**config.mk**
```make
export PLATFORM = sky130hd
export DESIGN_NAME = alu_op_sequencer
export DESIGN_NICKNAME = d
export VERILOG_FILES = /design/src/rtl/alu_op_sequencer_pkg.sv /design/src/rtl/alu_op_sequencer.sv
export SDC_FILE = /design/constraint.sdc
export NUM_CORES = 1
export LEC_CHECK = 0
export BUFFER_PORTS_ARGS = -buffer_cell sky130_fd_sc_hd__clkbuf_2
export CORE_MARGIN = 2
export CORE_UTILIZATION = 36
export CTS_BUF_LIST = sky130_fd_sc_hd__clkbuf_2
export CTS_CLUSTER_DIAMETER = 80
export DETAILED_ROUTE_END_ITERATION = 16
export PLACE_DENSITY = 0.69
export RECOVER_POWER = 50
export SLEW_MARGIN = 25
export SYNTH_ARGS = -nofsm -noshare
export SYNTH_HDL_FRONTEND = slang
export SYNTH_SLANG_ARGS = --single-unit
```
**constraint.sdc**
```tcl
create_clock -name clk -period 3.82 [get_ports clk]
set_input_delay 0.573 -clock clk [delete_from_list [all_inputs] [get_ports clk]]
set_output_delay 0.573 -clock clk [all_outputs]
set_load 0.005 [all_outputs]
```
**src/rtl/alu_op_sequencer_pkg.sv**
```systemverilog
// Shared types and constants for the ALU operation sequencer.
package alu_op_sequencer_pkg;

  localparam int DATA_W = 16;
  localparam int OPC_W  = 3;

  // 2'd3 is unused and steers back to IDLE.
  typedef enum logic [1:0] {
    IDLE = 2'd0,
    EXEC = 2'd1,
    DONE = 2'd2
  } state_t;

endpackage

```
**src/rtl/alu_op_sequencer.sv**
```systemverilog
// Sequential front end for the combinational ALU: command handshake, settle delay, result capture.
// Optional sticky zero/negative flags are built when ALU_SEQ_STICKY_FLAGS_EN is defined.
module alu_op_sequencer
  import alu_op_sequencer_pkg::*;
#(
  parameter int W             = DATA_W,
  parameter int SETTLE_CYCLES = 1
) (
  input  logic             clk,
  input  logic             rst,
  input  logic             in_valid,
  output logic             in_ready,
  input  logic [W-1:0]     in_n,
  input  logic [W-1:0]     in_m,
  input  logic [OPC_W-1:0] in_opc,
  input  logic             in_c,
  input  logic             in_use_acc,
  output logic [W-1:0]     alu_n,
  output logic [W-1:0]     alu_m,
  output logic [OPC_W-1:0] alu_opc,
  output logic             alu_c,
  input  logic [W-1:0]     alu_f,
  input  logic             alu_zer,
  input  logic             alu_neg,
  output logic             out_valid,
  input  logic             out_ready,
  output logic [W-1:0]     out_f,
  output logic             out_zer,
  output logic             out_neg,
`ifdef ALU_SEQ_STICKY_FLAGS_EN
  input  logic             sticky_clr,
  output logic             sticky_zer,
  output logic             sticky_neg,
`endif
  output logic [W-1:0]     acc
);

  localparam logic [3:0] CNT_LOAD = 4'(SETTLE_CYCLES - 1);

  state_t     state;
  logic [3:0] cnt;
  logic       capture;

  // The last settle cycle is the one that moves the ALU result into the output registers.
  assign capture = (state == EXEC) && (cnt == 4'd0);

  // NOTE: state registers use non-blocking assignments so every flop samples pre-edge values.
  always_ff @(posedge clk) begin
    if (rst) begin
      state     <= IDLE;
      in_ready  <= 1'b1;
      out_valid <= 1'b0;
      cnt       <= 4'd0;
      alu_n     <= '0;
      alu_m     <= '0;
      alu_opc   <= '0;
      alu_c     <= 1'b0;
      out_f     <= '0;
      out_zer   <= 1'b0;
      out_neg   <= 1'b0;
      acc       <= '0;
    end else begin
      case (state)
        IDLE: begin
          if (in_valid) begin
            alu_n    <= in_n;
            alu_m    <= in_use_acc ? acc : in_m;
            alu_opc  <= in_opc;
            alu_c    <= in_c;
            cnt      <= CNT_LOAD;
            in_ready <= 1'b0;
            state    <= EXEC;
          end
        end
        EXEC: begin
          if (capture) begin
            out_f     <= alu_f;
            out_zer   <= alu_zer;
            out_neg   <= alu_neg;
            acc       <= alu_f;
            out_valid <= 1'b1;
            state     <= DONE;
          end else begin
            cnt <= cnt - 4'd1;
          end
        end
        DONE: begin
          // in_ready rises only on entry to IDLE, so a command offered here waits a cycle.
          if (out_ready) begin
            out_valid <= 1'b0;
            in_ready  <= 1'b1;
            state     <= IDLE;
          end
        end
        default: begin
          out_valid <= 1'b0;
          in_ready  <= 1'b1;
          state     <= IDLE;
        end
      endcase
    end
  end

`ifdef ALU_SEQ_STICKY_FLAGS_EN
  // Clear takes priority over a capture landing on the same edge.
  always_ff @(posedge clk) begin
    if (rst || sticky_clr) begin
      sticky_zer <= 1'b0;
      sticky_neg <= 1'b0;
    end else if (capture) begin
      sticky_zer <= sticky_zer | alu_zer;
      sticky_neg <= sticky_neg | alu_neg;
    end
  end
`else
  // Sticky flag registers are not built in this configuration.
`endif

endmodule

```
## Yosys cells after proc, flatten, opt, wreduce, memory -nomap -nowiden

Index checks and enable logic that the tools add are counted.

| operators by class | value |
|---|---|
| reduce and logical (&&, ||, !) cells | 10 |
| add/sub/neg operators | 1 |
| eq/ne operators | 6 |
| bitwise gates (word level) | 2 |
| muxes and demuxes | 14 |

Operators by type and width:

| operator | number |
|---|---|
| $mux W16 | 1 |
| $reduce_and A3 Y1 | 4 |
| $mux W4 | 2 |
| $ne A2 B2 Y1 const B | 4 |
| $pmux W4 S2 | 1 |
| $mux W2 | 3 |
| $pmux W1 S3 | 2 |
| $pmux W2 S3 | 1 |
| $logic_not A4 Y1 | 1 |
| $mux W1 | 4 |
| $reduce_and A2 Y1 | 2 |
| $sub A4 B1 Y4 const B | 1 |
| $eq A2 B1 Y1 const B | 1 |
| $eq A2 B2 Y1 const B | 1 |
| $logic_not A2 Y1 | 1 |
| $not A1 Y1 | 2 |
| $reduce_bool A2 Y1 | 1 |
| $logic_and A1 B1 Y1 | 1 |

| storage, ports and cells | value |
|---|---|
| flip-flop bits (word level) | 62 |
| logic and storage cells | 44 |

## Logic depth before layout (Yosys ltp)

| logic depth | value |
|---|---|
| depth in word-level cells | 4 |
| depth in mapped cells | 7 |
| gate-level depth less buffers | 5 |

## Worst setup path before layout

Ideal clock, no wire load.

| timing path | value |
|---|---|
| kind | input to register |
| from | input in_valid |
| to | register alu_n[0] |
| stages | 5 |
| required time | 3.688 ns |
| slack | 2.286 ns |
| arrival time | 1.402 ns |
| cells stage by stage | or3b_2 > clkbuf_1 > buf_2 > nand2_1 > a21oi_1 |

| between the ends | value |
|---|---|
| word-level cells in the longest chain between the ends | 1 |

RTL lines:

| what | RTL line | RTL |
|---|---|---|
| start, declared | alu_op_sequencer.sv:11 | `input logic in_valid,` |
| $reduce_and A2 Y1 (no line) | n/a |  |
| end signal, assigned | alu_op_sequencer.sv:66 | `alu_n <= in_n;` |
| end, declared | alu_op_sequencer.sv:18 | `output logic [W-1:0] alu_n,` |

No other way between the ends.
A chain may end at the register's enable or synchronous reset.

## Worst setup path after layout

| timing path | value |
|---|---|
| from | register state[0] |
| to | register alu_m[8] |

| between the ends | value |
|---|---|
| word-level cells in the longest chain between the ends | 2 |

RTL lines:

| what | RTL line | RTL |
|---|---|---|
| start, declared | alu_op_sequencer.sv:40 | `state_t state;` |
| start signal, assigned | alu_op_sequencer.sv:50 | `state <= IDLE;` |
| start signal, assigned | alu_op_sequencer.sv:72 | `state <= EXEC;` |
| start signal, assigned | alu_op_sequencer.sv:82 | `state <= DONE;` |
| $logic_not A2 Y1 | alu_op_sequencer.sv:63 | `case (state)` |
| $reduce_and A2 Y1 (no line) | n/a |  |
| end signal, assigned | alu_op_sequencer.sv:67 | `alu_m <= in_use_acc ? acc : in_m;` |
| end, declared | alu_op_sequencer.sv:19 | `output logic [W-1:0] alu_m,` |

No other way between the ends.

==> results.md <==
- Cells after Synth: 303
- Max Used Layer: met4
- Non-Filler Instances: 510
- Initial Util: 36.7%
- Delay-heaviest family, CP: simple AND/OR/NAND/NOR gates
- Met2 wire len: 3070 µm
- Routed wl met3: 448 µm
- Total setup buffers inserted after CTS: 0
- Number of flops mapped to enable cells by yosys: 0
- Yosys reg bits: 62
- Tcrit/Tclk final: 63.6%
- FP Rows: 31
- Hold-fix buffers, CTS: 0
- Clk sinks: between 60 and 70
- RSZ-0062 raised after global routing: false
- Cell taking the most area after synthesis: dfxtp_1
- Max_slew headroom: 7.99%
- Number of buffers and inverters on the critical path: 1
- TritonCTS clock tree: done
- Cell Area, Synth: roughly 2600 µm²
- I/O pins: about 130
- Max_cap viols: 0
- Syn nets: 364
- Worst path cell trace: nor3b_1, buf_4, nor2_1, a211oi_1
- Final core occ: 45.5%
- Via count: about 2400
- CTS clk-pin slew, worst paths: about 0.17 ns
- # diodes: 0
- Gr ovfl total: 0
- Vias in the first global route: 2170
- Area of the multi-input gates: 1110 µm²
- Synth cell types: 32
- Clk Tree Root Cell: clkbuf_2
- Length of routed wiring on met1: 2780 µm
- Die Y: 89.3 µm
- Leakage power: about 1.4 nW
- Worst Path Arrival: around 2.8 ns
- Least-Margin Pin Slew: 1.38 ns
- CP max FO: 44
- Ratio of cells with drive above 1 in the final layout: about 29%
- Starting DRT DRC Count: 69
- Yosys warning count: 0
- DRC: 0
- Worst-case clock buffer depth: 2
- Synth cell count leaders: dfxtp_1 (62), nand2_1 (43), a21oi_1 (42)
- Die W: 89.3 µm
- Worst hold path class: input pin to register
- Register area share after synthesis: 47.4%
- Pwr/cell area: a little over 600 nW/µm²
- DIE AREA: 7970 µm²
- Fill cells: 789
- Initial antenna violation count: 0
- Area delta synth->final: 24.2%
- Crit path max-delay cell type: nor3b_1
- Most used DFF post-synth: dfxtp_1
- First-pass GRT wire length: 9790 µm
- Post-detail-place hpwl: 4420 µm
- Endpoints failing setup: 0
- Post-Route WL: 6350 µm
- Count leader, synth: dfxtp_1
- Startpoint types: register
- Vias per inst: 4.72
- Synth async-reset ratio: 0%
- Period minus WS final: 2.43 ns
- F_max: 412 MHz
- Core area: slightly above 7000 µm²
- Worst vdd ir: approximately 0.21 mV
- Setup ws final: 1.39 ns
- Avg Inst Size Synth: 8.63 µm²
- WS Path Type: register to register
- Post-cts sizing count: 0
- Final Skew: 0.0207 ns
- Seq. cell area: around 1200 µm²
- Largest net degree at the start of global routing: 45
- Synth top area share: ~47%
- Pre-CTS setup slack: 1.81 ns
- GRT Overall Usage: 16.0%
- Result of the run: finished, final reports clean
- WL/cell: 12.4 µm
- CP max stage delay: 1.10 ns
- Antenna-violating nets left: 0
- Hold_ws: 0.285 ns
- Inserted Clock Buffers: 9
- IO buf count: 130
- Synth area leaders: dfxtp_1 (47%), a21oi_1 (8.0%), mux2i_1 (6.5%)
- Worst Setup End Kind: register
- DP Cell Count: 494
- Drt first pass iters: 4
- Placer Congestion: 0.747
- Critical Path RT: 4.21 ns
- Final TNS setup: 0 ns
- Final slew viol count: 0
- Worst-Skew Late Latency: 0.49 ns
- H-tree Lvls: 3
- Nets: 467
- Fin. Hold Viols: 0
## cell type report
type                       instances  share of cell area (%)
inverter                           3                   0.346
sequential                        62                    38.2
clock buffer                      11                    1.69
clock inverter                     5                    2.27
timing repair buffer             134                    19.6
tap                               99                    3.81
multi-input combinational        196                    34.1
## worst paths after layout
| check | startpoint | to | slack, ns | depth (start not counted) |
|---|---|---|---|---|
| max | state[0] | alu_m[8] | 1.39 | 4 |
| min | in_n[6] | alu_n[6] | 0.29 | 3 |
| max reg2reg | state[0] | alu_m[8] | 1.39 | 4 |
| min reg2reg | alu_n[4] | alu_n[4] | 0.47 | 2 |
## per-layer routing
metal | vias to the layer above | global-route usage (%)
met5 | - | 0
met4 | 0 | 5.97
met3 | 6 | 5.17
met2 | 78 | 27.1
met1 | 1081 | 18.8
li1 | 1240 | -
## through the flow
| stage | total power [mW] | instance area, µm² |
|---|---|---|
| 6_report | 1.99 | 3250 |
| 5_1_grt | 2.15 | 3250 |
| 4_1_cts | 2.05 | 3320 |
| 3_5_place_dp | 1.60 | 3190 |
| 3_3_place_gp | 1.58 | 3190 |
| 2_1_floorplan | 1.37 | 2620 |
## logic make-up (layout without fill, tap and decap cells)
logic type      Yosys count  after routing  share of synthesized area, %
mux                      17             17                          6.50
compound gates           83             83                          18.1
flops                    62             62                          47.4
simple gates             94             94                          17.6
buf+inv                  45            153                          9.42
fa+ha+maj                 2              2                         0.956
## state kept, by name, indices dropped and copies added (netlist names), 2 cells and up
name / flops
acc: 16
alu_m: 16
alu_n: 16
cnt: 4
alu_opc: 3
state: 2
## layout by cell type, fill, tap and decap left out
cell type | Yosys | routed
o211ai_1 | 1 | 1
nor2_1 | 17 | 17
a21oi_1 | 42 | 42
a211oi_2 | 1 | 1
clkbuf_2 | 2 | 107
o31ai_1 | 1 | 1
mux2i_1 | 17 | 17
nor2b_1 | 1 | 1
nand2_1 | 43 | 43
o21ai_1 | 1 | 1
a211oi_1 | 16 | 16
clkinv_2 | 0 | 2
nor3b_1 | 2 | 2
bufinv_16 | 0 | 2
o21ai_0 | 19 | 19
or4_4 | 1 | 1
buf_1 | 0 | 1
dfxtp_1 | 62 | 62
nor4bb_1 | 0 | 1
or3b_1 | 1 | 2
nor3b_2 | 0 | 1
nor4b_1 | 1 | 1
o21bai_1 | 1 | 1
nand2b_1 | 2 | 2
buf_4 | 16 | 4
nand3_1 | 20 | 20
or3_1 | 2 | 2
ha_1 | 2 | 2
o21a_1 | 1 | 1
clkbuf_1 | 17 | 33
or3_2 | 1 | 1
clkinv_1 | 0 | 1
inv_1 | 3 | 3
## where the power goes
group	switching (mW)	internal [mW]
Sequential	0.0907	0.771
Combinational	0.409	0.266
Clock	0.233	0.218
## worst min-delay path, cell delays in order
cell	delay [ns]
clkbuf_2	0.08
nand2_1	0.04
a21oi_1	0.05
No activity file was read; power rests on OpenSTA's default activity.
